--- config.mk ---
export PLATFORM = sky130hd
export DESIGN_NAME = tone_mapper
export DESIGN_NICKNAME = d
export VERILOG_FILES = /design/src/rtl/tone_mapper.sv
export SDC_FILE = /design/constraint.sdc
export NUM_CORES = 1
export LEC_CHECK = 0
export ABC_CLOCK_PERIOD_IN_PS = 2400
export CAP_MARGIN = 20
export CORE_MARGIN = 3
export CORE_UTILIZATION = 47
export DETAILED_ROUTE_END_ITERATION = 12
export PLACE_DENSITY_LB_ADDON = 0.2
export SYNTH_ARGS = -nofsm -noshare
export SYNTH_HDL_FRONTEND = slang
export SYNTH_SLANG_ARGS = --single-unit
--- constraint.sdc ---
create_clock -name clk -period 2.4 [get_ports clk]
set_clock_uncertainty 0.15 [all_clocks]
set_input_delay 0.6 -clock clk [delete_from_list [all_inputs] [get_ports clk]]
set_output_delay 0.6 -clock clk [all_outputs]
set_load 0.02 [all_outputs]
--- src/rtl/tone_mapper.sv ---
// tone_mapper: packs serial bits into 1/2/4-bit carrier words, 1 cycle from last bit to do_vld; optional pilots (TMU_PILOT_EN).
// Output register holds while do_vld && !do_rdy; di_rdy is low then and while a pilot is being inserted.
`timescale 1ns/1ps

module tone_mapper #(
   parameter int                 MAX_BPC       = 4,
   parameter int                 NUM_CARRIER   = 96,
   parameter int                 PILOT_SPACING = 8,
   parameter logic [MAX_BPC-1:0] PILOT_VAL     = MAX_BPC'(1)
) (
   input  logic                           clk,
   input  logic                           rst,
   input  logic [1:0]                     mode,
   input  logic                           di,
   input  logic                           di_vld,
   output logic                           di_rdy,
   // "do" is a reserved word, so the carrier value port is do_dat
   output logic [MAX_BPC-1:0]             do_dat,
   output logic                           do_vld,
   input  logic                           do_rdy,
   output logic                           do_sym_end,
   output logic [$clog2(NUM_CARRIER)-1:0] do_idx
);

   localparam int IW = $clog2(NUM_CARRIER);
   localparam int CW = $clog2(MAX_BPC + 1);
   localparam logic [IW-1:0] LAST_IDX = IW'(NUM_CARRIER - 1);

`ifdef TMU_PILOT_EN
   typedef enum logic {COLLECT, PILOT} state_t;
`else
   typedef enum logic {COLLECT} state_t;
`endif

   state_t             state, state_nx;
   logic [1:0]         mode_lat;
   logic               sym_first;
   logic [IW-1:0]      cur_idx;
   logic [CW-1:0]      cnt;
   logic [MAX_BPC-1:0] sh;
   logic               can_load, take, last_bit, pilot_load;
   logic [1:0]         eff_mode;
   logic [CW-1:0]      bpc;
   logic [MAX_BPC-1:0] word;

   assign can_load = !do_vld || do_rdy;
   // the first data bit of a symbol uses the live mode, which is latched on that same edge
   assign eff_mode = sym_first ? mode : mode_lat;
   assign take     = di_vld && di_rdy;
   assign word     = sh | (MAX_BPC'(di) << cnt);
   assign last_bit = take && ((cnt + CW'(1)) == bpc);

   always_comb begin
      bpc = CW'(2);
      case (eff_mode)
         2'b00:   bpc = CW'(1);
         2'b10:   bpc = CW'(4);
         default: bpc = CW'(2);
      endcase
   end

   always_comb begin
      state_nx   = state;
      di_rdy     = 1'b0;
      pilot_load = 1'b0;
`ifdef TMU_PILOT_EN
      case (state)
         COLLECT: begin
            if (cnt == '0 && (int'(cur_idx) % PILOT_SPACING) == 0) state_nx = PILOT;
            else                                                    di_rdy   = can_load;
         end
         PILOT: begin
            if (can_load) begin
               pilot_load = 1'b1;
               state_nx   = COLLECT;
            end
         end
         default: state_nx = COLLECT;
      endcase
`else
      di_rdy = can_load;
`endif
   end

`ifndef TMU_PILOT_EN
   logic unused_cfg;
   assign unused_cfg = (^PILOT_VAL) ^ (PILOT_SPACING == 0);
`endif

   always_ff @(posedge clk) begin
      if (!rst) begin
         state      <= COLLECT;
         mode_lat   <= 2'b00;
         sym_first  <= 1'b1;
         cur_idx    <= '0;
         cnt        <= '0;
         sh         <= '0;
         do_dat     <= '0;
         do_vld     <= 1'b0;
         do_sym_end <= 1'b0;
         do_idx     <= '0;
      end else begin
         state <= state_nx;
         if (take) begin
            sym_first <= 1'b0;
            if (sym_first) mode_lat <= mode;
         end
         if (last_bit || pilot_load) begin
            do_dat     <= pilot_load ? PILOT_VAL : word;
            do_vld     <= 1'b1;
            do_idx     <= cur_idx;
            do_sym_end <= (cur_idx == LAST_IDX);
            cnt        <= '0;
            sh         <= '0;
            if (cur_idx == LAST_IDX) begin
               cur_idx   <= '0;
               sym_first <= 1'b1;
            end else begin
               cur_idx <= cur_idx + IW'(1);
            end
         end else begin
            if (take) begin
               sh  <= word;
               cnt <= cnt + CW'(1);
            end
            if (do_rdy) do_vld <= 1'b0;
         end
      end
   end

endmodule

* Word-level counts from Yosys, hierarchy flattened
Cells that the tools add are included.
** Storage, ports and cells
- Bits in registers :: 30
- Bits in latches :: 0
- RAM bits :: 0
- ROM bits :: 0
- Input bits :: 7
- Output and inout port bits :: 14
- Memories kept :: 0
** Operators by class
- Add/sub/neg operators :: 2
- $mul :: 0
- Divide/modulo/power cells :: 0
- Magnitude comparators :: 0
- Equality and inequality tests :: 3
- Shift-type cells :: 1
- Mux-type cells :: 8
- Bitwise logic cells :: 2
- Reduce and logical (&&, ||, !) cells :: 7
** Operators by type and width (number)
- adder 7 x 1 -> 7 bit, second input constant :: 1
- == test 7 bit, second input constant :: 1
- 2-to-1 mux 7 bit :: 1
- one-hot mux 3 bit (2 select lines) :: 1
- 2-to-1 mux 1 bit :: 5
- OR 4 bit :: 1
- left shift 1 x 3 -> 4 bit :: 1
- adder 3 x 1 -> 3 bit, second input constant :: 1
- == test 3 bit :: 1
- == test 2 bit, second input constant :: 1
- logical AND 1 bit :: 2
- zero test 2 bit :: 1
- 2-to-1 mux 2 bit :: 1
- nonzero test 2 bit :: 1
- OR reduction 2 bit :: 1
- zero test 1 bit :: 1
- logical OR 1 bit :: 1
- inverter 1 bit :: 1

* Logic depth before layout (Yosys ltp)
- Word-level depth :: 6
- Mapped depth :: 7
- Gate-level depth less buffers :: 6

* Least setup slack after synthesis
No wires, ideal clock.
- Kind :: input -> register
- Start :: input port mode[0]
- End :: register do_dat[0]
- Arrival time :: 2.131 ns
- Required time :: 2.171 ns
- Slack :: 0.039 ns
- Stages :: 6
- Buffers on the path :: 1
- Cells stage by stage :: mux2_4 -> or4_4 -> a31oi_4 -> buf_6 -> nor2_1 -> a211oi_2
** On the way
- Cells in the longest elaborated chain, start to end :: 5
** RTL lines
- start: declaration :: RTL line 13 : input logic [1:0] mode,
- 2-to-1 mux 2 bit (*)
- == test 2 bit / zero test 2 bit (equally long branches) :: RTL line 55 : case (eff_mode)
- one-hot mux 3 bit (2 select lines) (*) :: RTL line 55
- == test 3 bit (*) :: RTL line 51 : assign last_bit = take && ((cnt + CW'(1)) == bpc);
- logical AND 1 bit (*) :: RTL line 51
- end signal: assignment :: RTL line 109 : do_dat <= pilot_load ? PILOT_VAL : word;
- end: declaration :: RTL line 18 : output logic [MAX_BPC-1:0] do_dat,
Every way passes the cells marked *; elsewhere a longest branch is shown, timed or not.
A chain may end at the register's enable or synchronous reset.

* Final worst setup path
- Start :: input port mode[1]
- End :: register do_dat[1]
Same word-level chain as after synthesis.

==> summary.md <==
| Metric | Value |
|---|---|
| Initial DRC Count | 47 |
| Worst Hold Class | reg -> reg |
| Initial Utilization | 52.0% |
| Switching Fraction | 25.6% |
| Crit path from | mode[1] |
| Share of layout cells above drive strength 1 | approximately 17% |
| Met2 track demand over resource | 32.9% |
| Core ar. | 0.00261 sq mm |
| Logic pwr share | 18.3% |
| Max_slew headroom | 62.3% |
| Fin nets | just under 200 |
| CTS sink count | 30 |
| Overflow after GRT | 0 |
| Reg power frac | between 40% and 50% |
| Number of global-route vias before repair | 1206 |
| Initial antenna violation count | 0 |
| Worst Path Arrival | 2.41 ns |
| Number of cell rows | 18 |
| Leak | between 0.6 and 0.7 nW |
| Clk slew on worst S/H paths | around 0.10 ns |
| Run status | finished, final reports clean |
| RSZ-0062 raised after global routing | false |
| DR pass1 iterations | 4 |
| PwrDens | 643 mW/mm^2 |
| Post-synth cell types | 33 |
| Via-to-Cell Ratio | 5.53 |
| ANT nets after route | 0 |
| Req. time, crit path | 2.50 ns |
| CTS tree | yes |
| Crit Path Category | in -> reg |
| Final hold vios | 0 |
| Area after DPL | 0.00166 sq mm |
| VDD IR max | 500 uV |
| Chip height | 59.8 um |
| Die width | roughly 60 um |
| CTS Buffer Depth | 2 |
| Global-route wire length before repair | 5.24 mm |
| Final core occ | 67.2% |
| Top cells by area, synth | dfxtp_1, mux2i_1, nand2_1 |
| Cell with the most instances after synthesis | dfxtp_1 |
| Synthesized cell area | between 0.001 and 0.0015 sq mm |
| Ys flop type | dfxtp_1 |
| Area leader, netlist | dfxtp_1 |
| Fin crit period | roughly 2.3 ns |
| Largest net degree at the start of global routing | 17 |
| Root buffer cell | clkbuf_4 |
| Tightest Pin Transition | ~0.56 ns |
| Hold_sp | do_sym_end |
| Synth top area share | 44.2% |
| CP max FO | 8 |
| Worst Setup Start Kind | primary input |
| Final period utilization | just under 100% |
| Number of diodes | 0 |
| GR Util All Layers | 19.7% |
| Clock network power share | 34.5% |
| Final slew viol count | 0 |
| Synth Register Bits | 30 |
| Crit end category | flop |
| Post-synth EDFFs | 0 |
| Number of I/O port buffers | 20 |
| Peak Freq | 0.432 GHz |
| Hold_buf cts | 0 |
| Gpl congestion | 0.828 |
| Internal | 0.841 mW |
| Setup Viol. Count Final | 0 |
| Met1 GRT Util | 21.5% |
| Area Overhead vs Synth | 29.3% |
| Max Cap Viol | 0 |
| Post-Route WL | 2.89 mm |
| DRC | 0 |
| Seq/Total Area, Yosys | 44.2% |
| Mean Syn Cell Area | just over 9 sq um |
| Ys async rst share | 0% |
| Yosys Warn Count | 0 |
| Gr busiest metal | met2 |
| H-tree levels | 2 |
| Via Count | approximately 1200 |
| DIE AREA | between 0.003 and 0.004 sq mm |
| Grt met3 use | approximately 7.3% |
| Syn nets | 159 |
| DP HPWL | about 2.1 mm |
| Final instance area | 0.00176 sq mm |
| DP Worst Slack | -0.493 ns |
| WL/cell | 13.5 um |
| TritonCTS buffer count | 5 |
| Switching power | 0.289 mW |
| Synth Instances | 150 |
| Clk Latency, worst-skew pair | about 0.33 ns |
| I/O Pins | 21 |
| Worst reg2reg startpoint | cnt[0] |
| Worst setup margin | 0.0857 ns |
| # fillers | 218 |
| Top cells by count, synth | dfxtp_1, nand2_1, nor2_1, a21oi_1, mux2i_1 |
routing by layer:
layer | vias to the layer above | wire length (um)
li1 | 599 | -
met1 | 550 | 1300
met2 | 31 | 1420
met3 | 8 | 134
met4 | 0 | 42
met5 | - | 0
sequential cells by signal, indices dropped and copies added (netlist names):
name	count
do_vld	1
cnt	3
sym_first	1
do_dat	4
do_idx	7
do_sym_end	1
cur_idx	7
sh	4
mode_lat	2
timing repair:
action                     CTS  global route
pin swaps                    2             1
setup endpoints to repair   17             7
resized for setup            2             2
setup buffers                0             0
layout by cell type, fill, tap and decap left out, drive strengths merged, types with 3 or more instances in the layout:
master	count
clkbuf	7
nand2	18
nand3	8
nand2b	4
a211oi	7
a21oi	13
a31oi	3
buf	14
nand4	3
clkdlybuf4s50	18
nor2	17
o21ai	4
dfxtp	30
nor2b	3
mux2i	11
worst max-delay path, cell delays in order:
cell and delay, ns:
clkdlybuf4s50_1 0.46, mux2i_1 0.09, or4_4 0.52, a31oi_4 0.29
buf_4 0.22, nor2_1 0.06, a211oi_2 0.17
path summary, 6_finish.rpt:
path | endpoint | slack, ns | cells after the start
worst max register to register | do_dat[1] | 0.12 | 7
worst min register to register | do_sym_end | 0.32 | 2
worst max-delay path | do_dat[1] | 0.09 | 7
worst min-delay path | do_sym_end | 0.32 | 2
through the flow:
| step | power [mW] | std cells | hold WS (ns) | setup TNS [ns] |
|---|---|---|---|---|
| 2_1_floorplan | 0.673 | 150 | 0.287 | 0 |
| 3_3_place_gp | 0.741 | 207 | 0.297 | -8.62 |
| 3_5_place_dp | 0.748 | 207 | 0.305 | -10.01 |
| 4_1_cts | 1.14 | 215 | 0.319 | 0 |
| 5_1_grt | 1.19 | 215 | 0.347 | 0 |
| 6_report | 1.13 | 215 | 0.315 | 0 |
area by class of cell:
type	instances	area, sq um	area share, %
Sequential cell	30	601	34.2
Clock buffer	7	45.0	2.56
Inverter	2	7.51	0.427
Multi-Input combinational cell	111	726	41.3
Tap cell	30	37.5	2.14
Timing Repair Buffer	34	310	17.7
Clock inverter	1	30.0	1.71
kinds of logic (layout without fill, tap and decap cells):
logic type	count (synthesis)	in the layout	synth area share (%)
buffers and inverters	9	44	3.32
AO/OA/AOI/OAI	31	31	16.9
flip-flops	30	30	44.2
XOR/XNOR	1	1	0.645
AND/OR/NAND/NOR	65	65	23.8
adder cells (fa/ha/maj)	2	2	1.84
multiplexers	12	12	9.21
power groups by stage:
| stage | registers, mW | logic [mW] | clock network [mW] |
|---|---|---|---|
| global placement | 0.542 | 0.199 | 0 |
| CTS | 0.533 | 0.206 | 0.400 |
| global route | 0.536 | 0.229 | 0.429 |
| floorplan | 0.554 | 0.118 | 0 |
| detailed placement | 0.544 | 0.204 | 0 |
| finish | 0.534 | 0.207 | 0.389 |
Power figures use the tool's default switching activity.
